**config.mk**
```make
export PLATFORM = sky130hd
export DESIGN_NAME = sprite_line_scanner_flat
export DESIGN_NICKNAME = d
export VERILOG_FILES = /design/src/rtl/sprite_line_scanner_if.sv /design/src/rtl/sprite_line_scanner.sv /design/src/flat_wrapper.sv
export SDC_FILE = /design/constraint.sdc
export NUM_CORES = 1
export LEC_CHECK = 0
export BUFFER_PORTS_ARGS = -buffer_cell sky130_fd_sc_hd__buf_2
export CORE_MARGIN = 2
export CORE_UTILIZATION = 45
export CTS_BUF_LIST = sky130_fd_sc_hd__clkbuf_16
export CTS_CLUSTER_DIAMETER = 100
export CTS_CLUSTER_SIZE = 40
export DETAILED_ROUTE_END_ITERATION = 8
export GPL_TIMING_DRIVEN = 1
export PLACE_DENSITY = 0.74
export SLEW_MARGIN = 20
export SYNTH_ARGS = -nofsm -noshare
export SYNTH_HDL_FRONTEND = slang
export SYNTH_SLANG_ARGS = --single-unit
```
**constraint.sdc**
```tcl
create_clock -name clk -period 4.61 [get_ports clk]
set_input_delay 0.2305 -clock clk [delete_from_list [all_inputs] [get_ports clk]]
set_output_delay 0.2305 -clock clk [all_outputs]
set_load 0.05 [all_outputs]
```
**src/rtl/sprite_line_scanner_if.sv**
```systemverilog
// Port bundle for sprite_line_scanner: scan control, OAM read port and front-bank list read port.
// The slave modport is the scanner itself; the master modport is its surrounding system.
interface sprite_line_scanner_if #(
    parameter int MAX_PER_LINE = 32,
    parameter int OAM_ADDR_W   = 8,
    parameter int COORD_W      = 10
);
    localparam int IDX_W = (MAX_PER_LINE > 1) ? $clog2(MAX_PER_LINE) : 1;
    localparam int CNT_W = $clog2(MAX_PER_LINE + 1);

    logic                    start;
    logic [COORD_W-1:0]      line_y;
    logic [1:0]              height_mode;
    logic                    swap;
    logic [OAM_ADDR_W-1:0]   oam_addr;
    logic                    oam_rd_en;
    logic [31:0]             oam_data;
    logic [IDX_W-1:0]        rd_index;
    logic [OAM_ADDR_W+5:0]   rd_entry;
    logic [CNT_W-1:0]        rd_count;
    logic                    busy;
    logic                    done;
    logic                    overflow;

    modport master (
        output start, line_y, height_mode, swap, oam_data, rd_index,
        input  oam_addr, oam_rd_en, rd_entry, rd_count, busy, done, overflow
    );

    modport slave (
        input  start, line_y, height_mode, swap, oam_data, rd_index,
        output oam_addr, oam_rd_en, rd_entry, rd_count, busy, done, overflow
    );
endinterface

```
**src/rtl/sprite_line_scanner.sv**
```systemverilog
// Per-scanline sprite evaluator: walks OAM once per start pulse and builds a list of sprites
// that cover line_y in the back bank, while the renderer reads the front bank.
module sprite_line_scanner #(
    parameter int MAX_PER_LINE = 32,
    parameter int OAM_OBJECTS  = 256,
    parameter int OAM_ADDR_W   = 8,
    parameter int COORD_W      = 10
) (
    input  logic                 clk,
    input  logic                 reset,
    sprite_line_scanner_if.slave bus
);
    localparam int IDX_W  = (MAX_PER_LINE > 1) ? $clog2(MAX_PER_LINE) : 1;
    localparam int CNT_W  = $clog2(MAX_PER_LINE + 1);
    localparam int DATA_W = OAM_ADDR_W + 5;

    localparam logic [OAM_ADDR_W-1:0] LAST_ADDR = OAM_ADDR_W'(OAM_OBJECTS - 1);
    localparam logic [CNT_W-1:0]      FULL      = CNT_W'(MAX_PER_LINE);
    localparam logic [COORD_W:0]      ONE       = {{COORD_W{1'b0}}, 1'b1};

    typedef enum logic [1:0] {
        IDLE,
        SCAN,
        DRAIN
    } state_t;

    state_t r_state;
    state_t w_nextState;

    logic [OAM_ADDR_W-1:0]   r_addr;
    logic [OAM_ADDR_W-1:0]   r_pendIdx;
    logic                    r_pendValid;
    logic                    r_done;
    logic                    r_front;
    logic                    r_swapPending;
    logic [COORD_W-1:0]      r_lineY;
    logic [5:0]              r_height;
    logic [CNT_W-1:0]        r_count   [2];
    logic                    r_ovf     [2];
    logic [MAX_PER_LINE-1:0] r_valid   [2];
    logic [DATA_W-1:0]       r_entries [2][MAX_PER_LINE];

    logic                    w_rdEn;
    logic                    w_busy;
    logic                    w_finish;
    logic                    w_lastAddr;
    logic                    w_doSwap;
    logic                    w_back;
    logic                    w_newBack;
    logic [5:0]              w_heightSel;
    logic [COORD_W:0]        w_ypos;
    logic [COORD_W:0]        w_lineExt;
    logic [COORD_W:0]        w_heightExt;
    logic [COORD_W:0]        w_diff;
    logic [COORD_W:0]        w_rowFull;
    logic [4:0]              w_row;
    logic                    w_hit;
    logic                    w_accept;
    logic                    w_write;
    logic                    w_rdHit;
    logic                    w_unusedBits;

    assign w_lastAddr = (r_addr == LAST_ADDR);

    // State register for the scan sequencer.
    always_ff @(posedge clk or posedge reset) begin
        if (reset) begin
            r_state <= IDLE;
        end else begin
            r_state <= w_nextState;
        end
    end

    // A start pulse in any state (re)launches the scan from address 0.
    always_comb begin
        w_nextState = r_state;
        w_rdEn      = 1'b0;
        w_busy      = 1'b0;
        w_finish    = 1'b0;
        case (r_state)
            IDLE: begin
                if (bus.start) begin
                    w_nextState = SCAN;
                end
            end
            SCAN: begin
                w_rdEn = 1'b1;
                w_busy = 1'b1;
                if (bus.start) begin
                    w_nextState = SCAN;
                end else if (w_lastAddr) begin
                    w_nextState = DRAIN;
                end
            end
            DRAIN: begin
                w_busy = 1'b1;
                if (bus.start) begin
                    w_nextState = SCAN;
                end else begin
                    w_nextState = IDLE;
                    w_finish    = 1'b1;
                end
            end
            default: begin
                w_nextState = IDLE;
            end
        endcase
    end

    always_comb begin
        w_heightSel = 6'd16;
        case (bus.height_mode)
            2'd0:    w_heightSel = 6'd8;
            2'd2:    w_heightSel = 6'd32;
            default: w_heightSel = 6'd16;
        endcase
    end

    // Swaps only happen while idle; the done cycle is idle, which is where a deferred swap lands.
    assign w_doSwap  = (r_state == IDLE) && (bus.swap || r_swapPending);
    assign w_back    = ~r_front;
    assign w_newBack = w_doSwap ? r_front : ~r_front;

    // One extra bit keeps line_y < ypos from wrapping into a small positive difference.
    assign w_ypos      = (COORD_W + 1)'(bus.oam_data[27:18]);
    assign w_lineExt   = {1'b0, r_lineY};
    assign w_heightExt = (COORD_W + 1)'(r_height);
    assign w_diff      = w_lineExt - w_ypos;
    assign w_hit       = bus.oam_data[31] && (w_lineExt >= w_ypos) && (w_diff < w_heightExt);
    assign w_rowFull   = bus.oam_data[30] ? (w_heightExt - ONE - w_diff) : w_diff;
    assign w_row       = w_rowFull[4:0];

    assign w_accept = r_pendValid && w_hit && !bus.start;
    assign w_write  = w_accept && (r_count[w_back] != FULL);

    assign w_unusedBits = ^{bus.oam_data[29:28], bus.oam_data[17:0], w_rowFull[COORD_W:5]};

    // Scan bookkeeping and list bank state; a start clears whichever bank becomes the back bank.
    always_ff @(posedge clk or posedge reset) begin
        if (reset) begin
            r_addr        <= '0;
            r_pendIdx     <= '0;
            r_pendValid   <= 1'b0;
            r_done        <= 1'b0;
            r_front       <= 1'b0;
            r_swapPending <= 1'b0;
            r_lineY       <= '0;
            r_height      <= 6'd8;
            r_count[0]    <= '0;
            r_count[1]    <= '0;
            r_ovf[0]      <= 1'b0;
            r_ovf[1]      <= 1'b0;
            r_valid[0]    <= '0;
            r_valid[1]    <= '0;
        end else begin
            r_done      <= w_finish;
            r_pendValid <= w_rdEn && !bus.start;
            r_pendIdx   <= r_addr;

            if (bus.start) begin
                r_addr <= '0;
            end else if (r_state == SCAN) begin
                r_addr <= w_lastAddr ? '0 : r_addr + 1'b1;
            end

            if (w_doSwap) begin
                r_front       <= ~r_front;
                r_swapPending <= 1'b0;
            end else if (bus.swap && w_busy) begin
                r_swapPending <= 1'b1;
            end

            if (bus.start) begin
                r_lineY            <= bus.line_y;
                r_height           <= w_heightSel;
                r_count[w_newBack] <= '0;
                r_ovf[w_newBack]   <= 1'b0;
                r_valid[w_newBack] <= '0;
            end else if (w_accept) begin
                if (w_write) begin
                    r_count[w_back]                            <= r_count[w_back] + 1'b1;
                    r_valid[w_back][IDX_W'(r_count[w_back])] <= 1'b1;
                end else begin
                    r_ovf[w_back] <= 1'b1;
                end
            end
        end
    end

    // Entry payload storage needs no reset: reads are gated by the valid count.
    always_ff @(posedge clk) begin
        if (w_write) begin
            r_entries[w_back][IDX_W'(r_count[w_back])] <= {w_row, r_pendIdx};
        end
    end

    assign w_rdHit = (CNT_W'(bus.rd_index) < r_count[r_front]);

    assign bus.rd_entry  = w_rdHit ? {r_valid[r_front][bus.rd_index], r_entries[r_front][bus.rd_index]}
                                   : '0;
    assign bus.rd_count  = r_count[r_front];
    assign bus.overflow  = r_ovf[r_front];
    assign bus.oam_addr  = r_addr;
    assign bus.oam_rd_en = w_rdEn;
    assign bus.busy      = w_busy;
    assign bus.done      = r_done;
endmodule

```
**src/flat_wrapper.sv**
```systemverilog
// flat-port wrapper written by rule: the top's interface ports become plain ports
module sprite_line_scanner_flat 
#(
    parameter int MAX_PER_LINE = 32,
    parameter int OAM_OBJECTS  = 256,
    parameter int OAM_ADDR_W   = 8,
    parameter int COORD_W      = 10
)
  (clk, reset, bus_start, bus_line_y, bus_height_mode, bus_swap, bus_oam_data, bus_rd_index, bus_oam_addr, bus_oam_rd_en, bus_rd_entry, bus_rd_count, bus_busy, bus_done, bus_overflow);
  sprite_line_scanner_if #(.MAX_PER_LINE(MAX_PER_LINE), .OAM_ADDR_W(OAM_ADDR_W), .COORD_W(COORD_W)) bus_i ();
  input  logic clk;
  input  logic reset;
  input wire logic [$bits(bus_i.start)-1:0] bus_start;
  input wire logic [$bits(bus_i.line_y)-1:0] bus_line_y;
  input wire logic [$bits(bus_i.height_mode)-1:0] bus_height_mode;
  input wire logic [$bits(bus_i.swap)-1:0] bus_swap;
  input wire logic [$bits(bus_i.oam_data)-1:0] bus_oam_data;
  input wire logic [$bits(bus_i.rd_index)-1:0] bus_rd_index;
  output wire logic [$bits(bus_i.oam_addr)-1:0] bus_oam_addr;
  output wire logic [$bits(bus_i.oam_rd_en)-1:0] bus_oam_rd_en;
  output wire logic [$bits(bus_i.rd_entry)-1:0] bus_rd_entry;
  output wire logic [$bits(bus_i.rd_count)-1:0] bus_rd_count;
  output wire logic [$bits(bus_i.busy)-1:0] bus_busy;
  output wire logic [$bits(bus_i.done)-1:0] bus_done;
  output wire logic [$bits(bus_i.overflow)-1:0] bus_overflow;
  assign bus_i.start = bus_start;
  assign bus_i.line_y = bus_line_y;
  assign bus_i.height_mode = bus_height_mode;
  assign bus_i.swap = bus_swap;
  assign bus_i.oam_data = bus_oam_data;
  assign bus_i.rd_index = bus_rd_index;
  assign bus_oam_addr = bus_i.oam_addr;
  assign bus_oam_rd_en = bus_i.oam_rd_en;
  assign bus_rd_entry = bus_i.rd_entry;
  assign bus_rd_count = bus_i.rd_count;
  assign bus_busy = bus_i.busy;
  assign bus_done = bus_i.done;
  assign bus_overflow = bus_i.overflow;
  sprite_line_scanner #(.MAX_PER_LINE(MAX_PER_LINE), .OAM_OBJECTS(OAM_OBJECTS), .OAM_ADDR_W(OAM_ADDR_W), .COORD_W(COORD_W)) u_core (.clk(clk), .reset(reset), .bus(bus_i));
endmodule
```
# [Word level (Yosys, flattened, before mapping)]
# Memories as Yosys holds them, arrays and structs flattened.
# Cells that the tools add are included.
[classes] add_sub_neg=5 mul=0 div_mod_pow=0 order_cmp=14 n_eq_ne=8 shift=0 mux=63 bitwise_logic=14 reduce_logical=24
[ops] cell="$mux W416" count=1
[ops] cell="$mux W64" count=3
[ops] cell="$mux W32" count=5
[ops] cell="$bmux W13 S5" count=1
[ops] cell="$demux W13 S5" count=1
[ops] cell="$and A64 B64 Y64" count=1
[ops] cell="$demux W32 S1" count=2
[ops] cell="$not A64 Y64" count=1
[ops] cell="$or A64 B64 Y64" count=1
[ops] cell="$mux W6" count=8
[ops] cell="$mux W13" count=3
[ops] cell="$mux W12" count=3
[ops] cell="$mux W8" count=3
[ops] cell="$mux W1" count=16
[ops] cell="$mux W14" count=1
[ops] cell="$and A12 B12 Y12" count=1
[ops] cell="$bwmux W12" count=1
[ops] cell="$demux W6 S1" count=2
[ops] cell="$ge A6 B6 Y1 const B" count=2
[ops] cell="$logic_and A1 B1 Y1" count=12
[ops] cell="$lt A5 B6 Y1 const B" count=2
[ops] cell="$mux W2" count=6
[ops] cell="$not A12 Y12" count=1
[ops] cell="$not A5 Y6" count=2
[ops] cell="35 further kinds" count=49
[totals] register_bits=116 latchBits=0 ram_bits=832 romBits=0 output_inout_bits=32 wordCells=144 mem_count=1
[mem_list] memory="u_core.r_entries" depth=2 word_bits=416 rd=1 rd_clocked_by_memory_dff=0 wr=1 line_no="sprite_line_scanner.sv:41" text="logic [DATA_W-1:0] r_entries [2][MAX_PER_LINE];"

# [Depth between registers and ports, before layout]
# Gate-level depths: netlist of the first run.
[logic_depth] word_depth=15 ltp_mapped=14 mapped_depth_nobuf=13

# [Worst setup path before layout of the first run]
# OpenSTA, ideal clock, no wires.
[synth_path] path_kind="register -> register" from="register u_core.r_lineY[0]" to="memory u_core.r_entries[0][351] (netlist name), enable pin" arrival_time_ns=4.420 slack_ns=-0.227 path_stages_with_launch=15 path_buffers=1 synth_period_minus_slack_ns=4.837 path_cell_list="dfrtp_1 > inv_1 > ha_1 > inv_1 > fa_1 > a21o_1 > a21oi_1 > xor2_1 > fa_1 > o2111ai_1 > or4_1 > nor4_4 > buf_4 > nand3_1 > nor4_1"
[synth_between] elab_chain_len=8 word_cells_on_any_way=10 cone_classes="1 x add/sub; 2 x order compare; 2 x mux; 5 x reduce/logical"
[synth_rtl] item="start: declaration" line_no="sprite_line_scanner.sv:36" text="logic [COORD_W-1:0] r_lineY;"
[synth_rtl] item="start signal: assignment" line_no="sprite_line_scanner.sv:174" text="r_lineY <= bus.line_y;"
[synth_rtl] item="$sub A10 B10 Y11 / $ge A10 B10 Y1 (equally long branches)" line_no="sprite_line_scanner.sv:128, sprite_line_scanner.sv:129"
[synth_rtl] item="$lt A11 B6 Y1 / $logic_and A1 B1 Y1 (equally long branches)" line_no="sprite_line_scanner.sv:129" text="assign w_hit = bus.oam_data[31] && (w_lineExt >= w_ypos) && (w_diff < w_heightExt);"
[synth_rtl] item="$logic_and A1 B1 Y1 *" line_no="sprite_line_scanner.sv:129"
[synth_rtl] item="$logic_and A1 B1 Y1 * (2 in series)" line_no="sprite_line_scanner.sv:133" text="assign w_accept = r_pendValid && w_hit && !bus.start;"
[synth_rtl] item="$logic_and A1 B1 Y1 *" line_no="sprite_line_scanner.sv:134" text="assign w_write = w_accept && (r_count[w_back] != FULL);"
[synth_rtl] item="$mux W1 *" line_no="sprite_line_scanner.sv:192" text="if (w_write) begin"
[synth_rtl] item="$mux W416 (not written as such) *" line_no="sprite_line_scanner.sv:193" text="r_entries[w_back][IDX_W'(r_count[w_back])] <= {w_row, r_pendIdx};"
[synth_rtl] item="end: declaration" line_no="sprite_line_scanner.sv:41"
# Mark *: on every way between the ends. The rest lies on a longest branch, timed or not.

# [Worst setup path in the final report of the first run]
[layout_path] from="register u_core.r_lineY[0]" to="memory u_core.r_entries[1][393] (netlist name), enable pin"
# Same word-level chain as after synthesis.

==> results of run 1 <==
cell families after synthesis:
logic type                 count (synthesis)
AOI/OAI and AO/OA                        127
xor gates and xnor gates                  16
adders and majority gates                 27
buffers and inverters                    143
DFF                                      945
muxes                                    346
and+or+nand+nor                          236
power groups by stage:
stage	clock [mW]	combinational [mW]	sequential [mW]
final	3.60	3.81	9.71
after global routing	3.91	4.05	9.72
after CTS	3.68	3.78	9.71
after detailed placement	0	3.77	9.90
after global placement	0	3.67	9.90
after floorplan	0	2.58	9.97
path summary, 6_finish.rpt:
kind | from | endpoint | slack (ns) | cells after the start
worst max-delay path | u_core.r_lineY[0] | u_core.r_entries[1][393] | 0.22 | 16
worst min-delay path | reset | u_core.bus.oam_addr[6] | 0.05 | 3
worst max register to register | u_core.r_lineY[0] | u_core.r_entries[1][393] | 0.22 | 16
worst min register to register | u_core.bus.oam_addr[4] | u_core.r_pendIdx[4] | 0.48 | 0
max in group asynchronous | reset | u_core.r_valid[5] | 3.39 | 5
min in group clk | bus_oam_data[30] | u_core.r_entries[0][323] | 0.08 | 2
worst min-delay path, cell delays in order:
cell and delay [ns]:
dlygate4sd3_1 0.52, buf_2 0.13, inv_4 0.23
repair_timing:
action | CTS | global route
setup endpoints to repair | 0 | 71
endpoints found under the hold margin | 87 | 0
resized for setup | 0 | 2
hold buffers | 14 | 0
metrics by stage:
stage          area (um2)  setup TNS (ns)  power [mW]  setup WS (ns)  hold slack (ns)
5_1_grt             41600               0        17.7        0.00549           0.0576
6_report            41600               0        17.1          0.221           0.0539
3_3_place_gp        40500               0        13.6         0.0977            0.452
4_1_cts             41500               0        17.2         0.0606           0.0418
2_1_floorplan       37700           -9.16        12.5         -0.195            0.351
3_5_place_dp        40500               0        13.7         0.0884            0.444
synth_stat cells (3+ instances only):
cell | number | area, um2
edfxtp_1 | 832 | 25000
mux4_2 | 280 | 6310
dfrtp_1 | 112 | 2800
nand2_1 | 99 | 372
nor2_1 | 63 | 236
o21ai_0 | 54 | 270
clkbuf_1 | 53 | 199
mux2i_1 | 50 | 500
inv_1 | 36 | 135
buf_1 | 35 | 131
ha_1 | 25 | 313
nor3_1 | 23 | 115
buf_2 | 16 | 80.1
mux2_2 | 16 | 180
o22ai_1 | 15 | 93.8
o31ai_1 | 12 | 90.1
o21ai_1 | 11 | 55.1
a21oi_1 | 10 | 50.1
nand4_1 | 10 | 62.6
xor2_1 | 10 | 87.6
nand3_1 | 9 | 45.0
and3_1 | 6 | 37.5
xnor2_1 | 6 | 52.6
nand2b_1 | 4 | 25.0
nor2b_1 | 4 | 25.0
a21o_1 | 3 | 22.5
a32o_1 | 3 | 30.0
nand3b_1 | 3 | 22.5
nor4_1 | 3 | 18.8
metal layers:
layer  up-vias  global-route usage [%]  routed length (um)
li1       7688                       -                   -
met1      9848                    27.5               33800
met2       781                    32.7               42100
met3        83                    2.41                6160
met4         0                    3.72                1650
met5         -                       0                   0
cell type report:
type	count	area share (%)
clock buffer	29	1.75
antenna	1	0.00602
sequential	945	66.9
clock inverter	13	0.289
inverter	37	0.340
tap	1080	3.25
multi-input combinational	752	22.9
timing repair buffer	193	4.57
sequential cells by signal, summed over array words and instances, names as in the netlist, 2 cells and up:
name	cells
u_core.r_state	2
u_core.r_count	12
u_core.r_ovf	2
u_core.r_lineY	10
u_core.bus.oam_addr	8
u_core.r_pendIdx	8
u_core.r_valid	64
u_core.r_height	3
u_core.r_entries	832
==> flow_summary.json, run 1 <==
{
  "clk_path_buf_depth": 3,
  "utilization_pct": 49.9,
  "initial_utilization_pct": 45.3,
  "syn_nets": 1920,
  "cts_inserted_buffers": 28,
  "fin_crit_ns": 4.39,
  "finalSetupViolCount": 0,
  "io_buffers": 64,
  "crit_path_max_fanout": 18,
  "switchingPower_mw": 4.66,
  "skew_ns": 0.0256,
  "final_cells": 3050,
  "relSlewSlack_pct": 27.6,
  "cpPeakStageDelay_ns": 0.53,
  "pwr-share-clk_pct": 21.0,
  "pin_count": 85,
  "viasPerCell": 6.03,
  "grt-ovfl-total": 0,
  "syn_avg_cell_area_um2": 20.5,
  "grt_max_degree": 124,
  "multi_input_area_um2": 9510,
  "clk_pin_slew_ns": 0.13,
  "drive_gt1_share_pct": 28.2,
  "dieArea_um2": 86100,
  "synth-edff-count": 832,
  "outcome": "finished, final reports clean",
  "netSwitchingFraction_pct": 27.2,
  "clkLatencyLatePin_ns": 0.66,
  "synth_top_family_by_area": "multiplexers",
  "required_ns": 4.97,
  "cts.sinks": 945,
  "finalNetCount": 2037,
  "tightest_slew_ns": 1.08,
  "cp.arrival_ns": 4.75,
  "combPwrFrac_pct": 22.2,
  "drc": 0,
  "path_cells": "inv_1, ha_1, inv_1, fa_1, a21o_1, a21oi_1, xor2_1, fa_1, o2111ai_1, or4_1, nor4_4, buf_12, nand3_2, buf_4, nor3_2, buf_4",
  "first_iter_violations": 2221,
  "drt_wl_total_um": 83700,
  "p_int_mw": 12.5,
  "final_cell_mix": "edfxtp_1, mux4_2, dfrtp_1, nand2_1, buf_4",
  "cts_setup_buffers": 0,
  "synthMuxAreaShare_pct": 18.5,
  "maxSlewViolCount": 0,
  "slowest_stage": "or4_1",
  "htree_levels": 1,
  "syn_to_final_growth_pct": 10.3,
  "start_kind": "register",
  "ys_seq_area_share_pct": 73.8,
  "synth-adder-area-share_pct": 0.936,
  "drv_cap": 0,
  "crit_path_end_kind": "register",
  "path_class": "reg -> reg",
  "finalHoldViolations": 0,
  "core-area_um2": 83300,
  "antenna_found_initial": 1,
  "globalRouteTotalUtil_pct": 19.4,
  "die_h_um": 293,
  "ir_drop_uv": 362,
  "ant_nets": 0,
  "synth-simple-area-share_pct": 2.84,
  "seq_power_share_pct": 56.7,
  "syn_area_um2": 37700,
  "final-seq-area_um2": 27800,
  "rsz0062_at_grt": "false",
  "post-place-cells": 2990,
  "hold_class": "in -> async",
  "power_density_nw_per_um2": 412,
  "finalCritPeriodShare_pct": 95.2,
  "cp.buffers_inverters": 5,
  "synth_cells": 1840,
  "synth-xor-area-share_pct": 0.372,
  "async_flop_share_pct": 12.0,
  "final_common_cell": "edfxtp_1",
  "grt_pass1_vias": 18200,
  "yosys_register_bits": 945,
  "die_w_um": 293,
  "drt-wirelength-per-cell_um": 27.4,
  "cts_root_buf": "clkbuf_16",
  "leakagePower_nw": 13.7,
  "cts_tree": "yes",
  "max_freq_mhz": 228,
  "synth_compound_area_share_pct": 2.03,
  "rows": 106,
  "num_vias": 18400,
  "synth_cell_types": 58,
  "timing.critical_path.max_delay_family": "simple AND/OR/NAND/NOR gates",
  "synthFlopType": "edfxtp_1",
  "fill_cells": 6502,
  "first_pass_iters": 6,
  "grt_pass1_wl_um": 123000,
  "ys.warnings.count": 0,
  "place.gp.congestion": 0.858,
  "dp_hpwl_um": 52500
}
(Power assumes the default switching activity.)
==> run 2, diff against run 1 <==
--- a/config.mk
+++ b/config.mk
@@ -6,6 +6,8 @@
 export NUM_CORES = 1
 export LEC_CHECK = 0
 export BUFFER_PORTS_ARGS = -buffer_cell sky130_fd_sc_hd__buf_2
+export CELL_PAD_IN_SITES_DETAIL_PLACEMENT = 2
+export CELL_PAD_IN_SITES_GLOBAL_PLACEMENT = 2
 export CORE_MARGIN = 2
 export CORE_UTILIZATION = 45
 export CTS_BUF_LIST = sky130_fd_sc_hd__clkbuf_16
@@ -13,7 +15,7 @@
 export CTS_CLUSTER_SIZE = 40
 export DETAILED_ROUTE_END_ITERATION = 8
 export GPL_TIMING_DRIVEN = 1
-export PLACE_DENSITY = 0.74
+export PLACE_DENSITY = 0.87
 export SLEW_MARGIN = 20
 export SYNTH_ARGS = -nofsm -noshare
 export SYNTH_HDL_FRONTEND = slang
==> run 2 against run 1 <==
Net effect:
- worst setup slack worse by 0.15 ns
- fmax down 3.4%
- routed wire length up 41%
- sequential share of layout area down 0.38 points
- final cell count up 1.0%
- die area unchanged
- global-route usage up 8.5 points
- utilization up 0.29 points
- via count up 7.5%
- critical path type is now reg -> out
- critical endpoint is now bus_rd_entry[13]
- largest cell class unchanged
- largest power group unchanged
==> flow_summary.json, run 2 (synthesis gave the netlist of run 1 again) <==
{
  "num_vias": 19800,
  "final-seq-area_um2": 27800,
  "final_cells": 3081,
  "maxSlewViolCount": 0,
  "crit_path_end_kind": "primary output",
  "initial_utilization_pct": 45.3,
  "skew_ns": 0.0586,
  "seq_power_share_pct": 53.8,
  "clk_pin_slew_ns": 0.12,
  "first_iter_violations": 2083,
  "die_w_um": 293,
  "cts.sinks": 945,
  "io_buffers": 64,
  "grt_pass1_vias": 21500,
  "pin_count": 85,
  "viasPerCell": 6.42,
  "core-area_um2": 83300,
  "outcome": "finished, final reports clean",
  "p_int_mw": 12.8,
  "crit_path_max_fanout": 18,
  "final_cell_mix": "edfxtp_1, mux4_2, buf_4, dfrtp_1, nand2_1",
  "clkLatencyLatePin_ns": 0.64,
  "power_density_nw_per_um2": 433,
  "finalHoldViolations": 0,
  "place.gp.congestion": 0.817,
  "drt_wl_total_um": 118000,
  "drc": 0,
  "dieArea_um2": 86100,
  "clk_path_buf_depth": 3,
  "drt-wirelength-per-cell_um": 38.4,
  "multi_input_area_um2": 9520,
  "fin_crit_ns": 4.54,
  "diodes": 0,
  "hold_class": "in -> reg",
  "start_kind": "register",
  "relSlewSlack_pct": 22.1,
  "fill_cells": 7226,
  "placed_cell_area_um2": 40400,
  "cts_inserted_buffers": 34,
  "fin_ws_ns": 0.0667,
  "finalNetCount": 2058,
  "ir_drop_uv": 312,
  "final_common_cell": "edfxtp_1",
  "power.total_mw": 18.1,
  "r2r_setup_slack_ns": 0.26,
  "finalSetupViolCount": 0,
  "drv_cap": 0,
  "finalCritPeriodShare_pct": 98.6,
  "crit_path_start": "u_core.r_front",
  "dp_slack_ns": 0.0201,
  "globalRouteTotalUtil_pct": 27.8,
  "holdWs_ns": 0.191,
  "die_h_um": 293,
  "netSwitchingFraction_pct": 29.1,
  "cts_tree": "yes",
  "r2r-start": "u_core.r_lineY[0]",
  "grt-ovfl-total": 0,
  "antenna_found_initial": 3,
  "cts_root_buf": "clkbuf_16",
  "cp.arrival_ns": 4.31,
  "path_class": "reg -> out",
  "drive_gt1_share_pct": 29.8,
  "leakagePower_nw": 13.9,
  "syn_to_final_growth_pct": 10.9,
  "pwr-share-clk_pct": 23.7,
  "grt_max_degree": 86,
  "htree_levels": 2,
  "combPwrFrac_pct": 22.4,
  "first_pass_iters": 5,
  "dp_hpwl_um": 78600,
  "post-place-cells": 3005,
  "grt_pass1_wl_um": 167000,
  "largest_reg_flops": 832,
  "endpoint": "bus_rd_entry[13]",
  "switchingPower_mw": 5.26,
  "r2r_cells": 16,
  "tightest_slew_ns": 1.17,
  "max_freq_mhz": 220,
  "worstReg2RegEnd": "u_core.r_entries[0][304]",
  "ant_nets": 0,
  "fin_area_um2": 41800,
  "rsz0062_at_grt": "false",
  "required_ns": 4.38,
  "rows": 106
}
## run 2: cell count changes in the layout (fill, tap and decap cells not counted), sizes merged
cell	before	now
buf	178	194
clkinv	2	14
clkbuf	30	35
inv	47	45
clkinvlp	0	1
diode	1	0
## run 2: worst min path at each step
stage | from | endpoint | slack, ns | cells past startpoint
global placement | u_core.bus.oam_addr[4] | u_core.r_pendIdx[4] | 0.44 | 0
detailed placement | u_core.bus.oam_addr[4] | u_core.r_pendIdx[4] | 0.46 | 0
finish | bus_start | u_core.bus.oam_addr[6] | 0.19 | 3
CTS | bus_start | u_core.bus.oam_addr[6] | 0.17 | 3
floorplan | bus_line_y[0] | u_core.r_lineY[0] | 0.35 | 2
global route | bus_start | u_core.bus.oam_addr[6] | 0.19 | 3
## run 2: layer usage
| layer | track usage [%] | vias up | routed length, um | share of wire, % |
|---|---|---|---|---|
| met3 | 3.45 | 171 | 7500 | 6.3 |
| li1 | - | 7742 | - | - |
| met2 | 49.7 | 975 | 62800 | 53 |
| met4 | 9.41 | 2 | 4450 | 3.8 |
| met1 | 35.3 | 10900 | 43700 | 37 |
| met5 | 0 | - | 17 | 0.014 |
## run 2: through the flow
step	setup TNS (ns)	utilization [%]
global route	0	50.2
finish	0	50.2
CTS	0	50.1
global placement	0	48.5
floorplan	-9.16	-
detailed placement	0	48.5
## run 2: critical path, cell delays in order, from the launching register on
cell and delay [ns]:
dfrtp_4 0.76, mux2i_1 0.26, buf_4 0.23, ha_1 0.26
a21boi_0 0.14, o21a_1 0.18, o21ai_0 0.30, nand2_1 0.52
o22ai_1 0.64, buf_2 0.37
## run 2: timing repair
| action | 4_1_cts | 5_1_grt |
|---|---|---|
| buffers inserted | 0 | 1 |
| gates resized for setup | 0 | 1 |
| hold endpoints to repair | 82 | 0 |
| hold buffers | 14 | 0 |
| endpoints found under the setup margin | 0 | 67 |
## run 2: power by group through the flow
stage	logic (mW)	clock network, mW	registers (mW)
2_1_floorplan	2.58	0	9.97
3_3_place_gp	3.65	0	10.0
3_5_place_dp	3.94	0	10.0
4_1_cts	3.95	4.37	9.84
5_1_grt	4.27	4.57	9.76
6_report	4.06	4.30	9.75
## run 2: area by class of cell
cell class | count | share of cell area, %
clock inverters | 24 | 0.676
repair buffers | 208 | 4.36
clock buffers | 35 | 2.09
multi-input cells | 752 | 22.8
well taps | 1080 | 3.23
inverters | 37 | 0.338
flip-flops and latches | 945 | 66.5
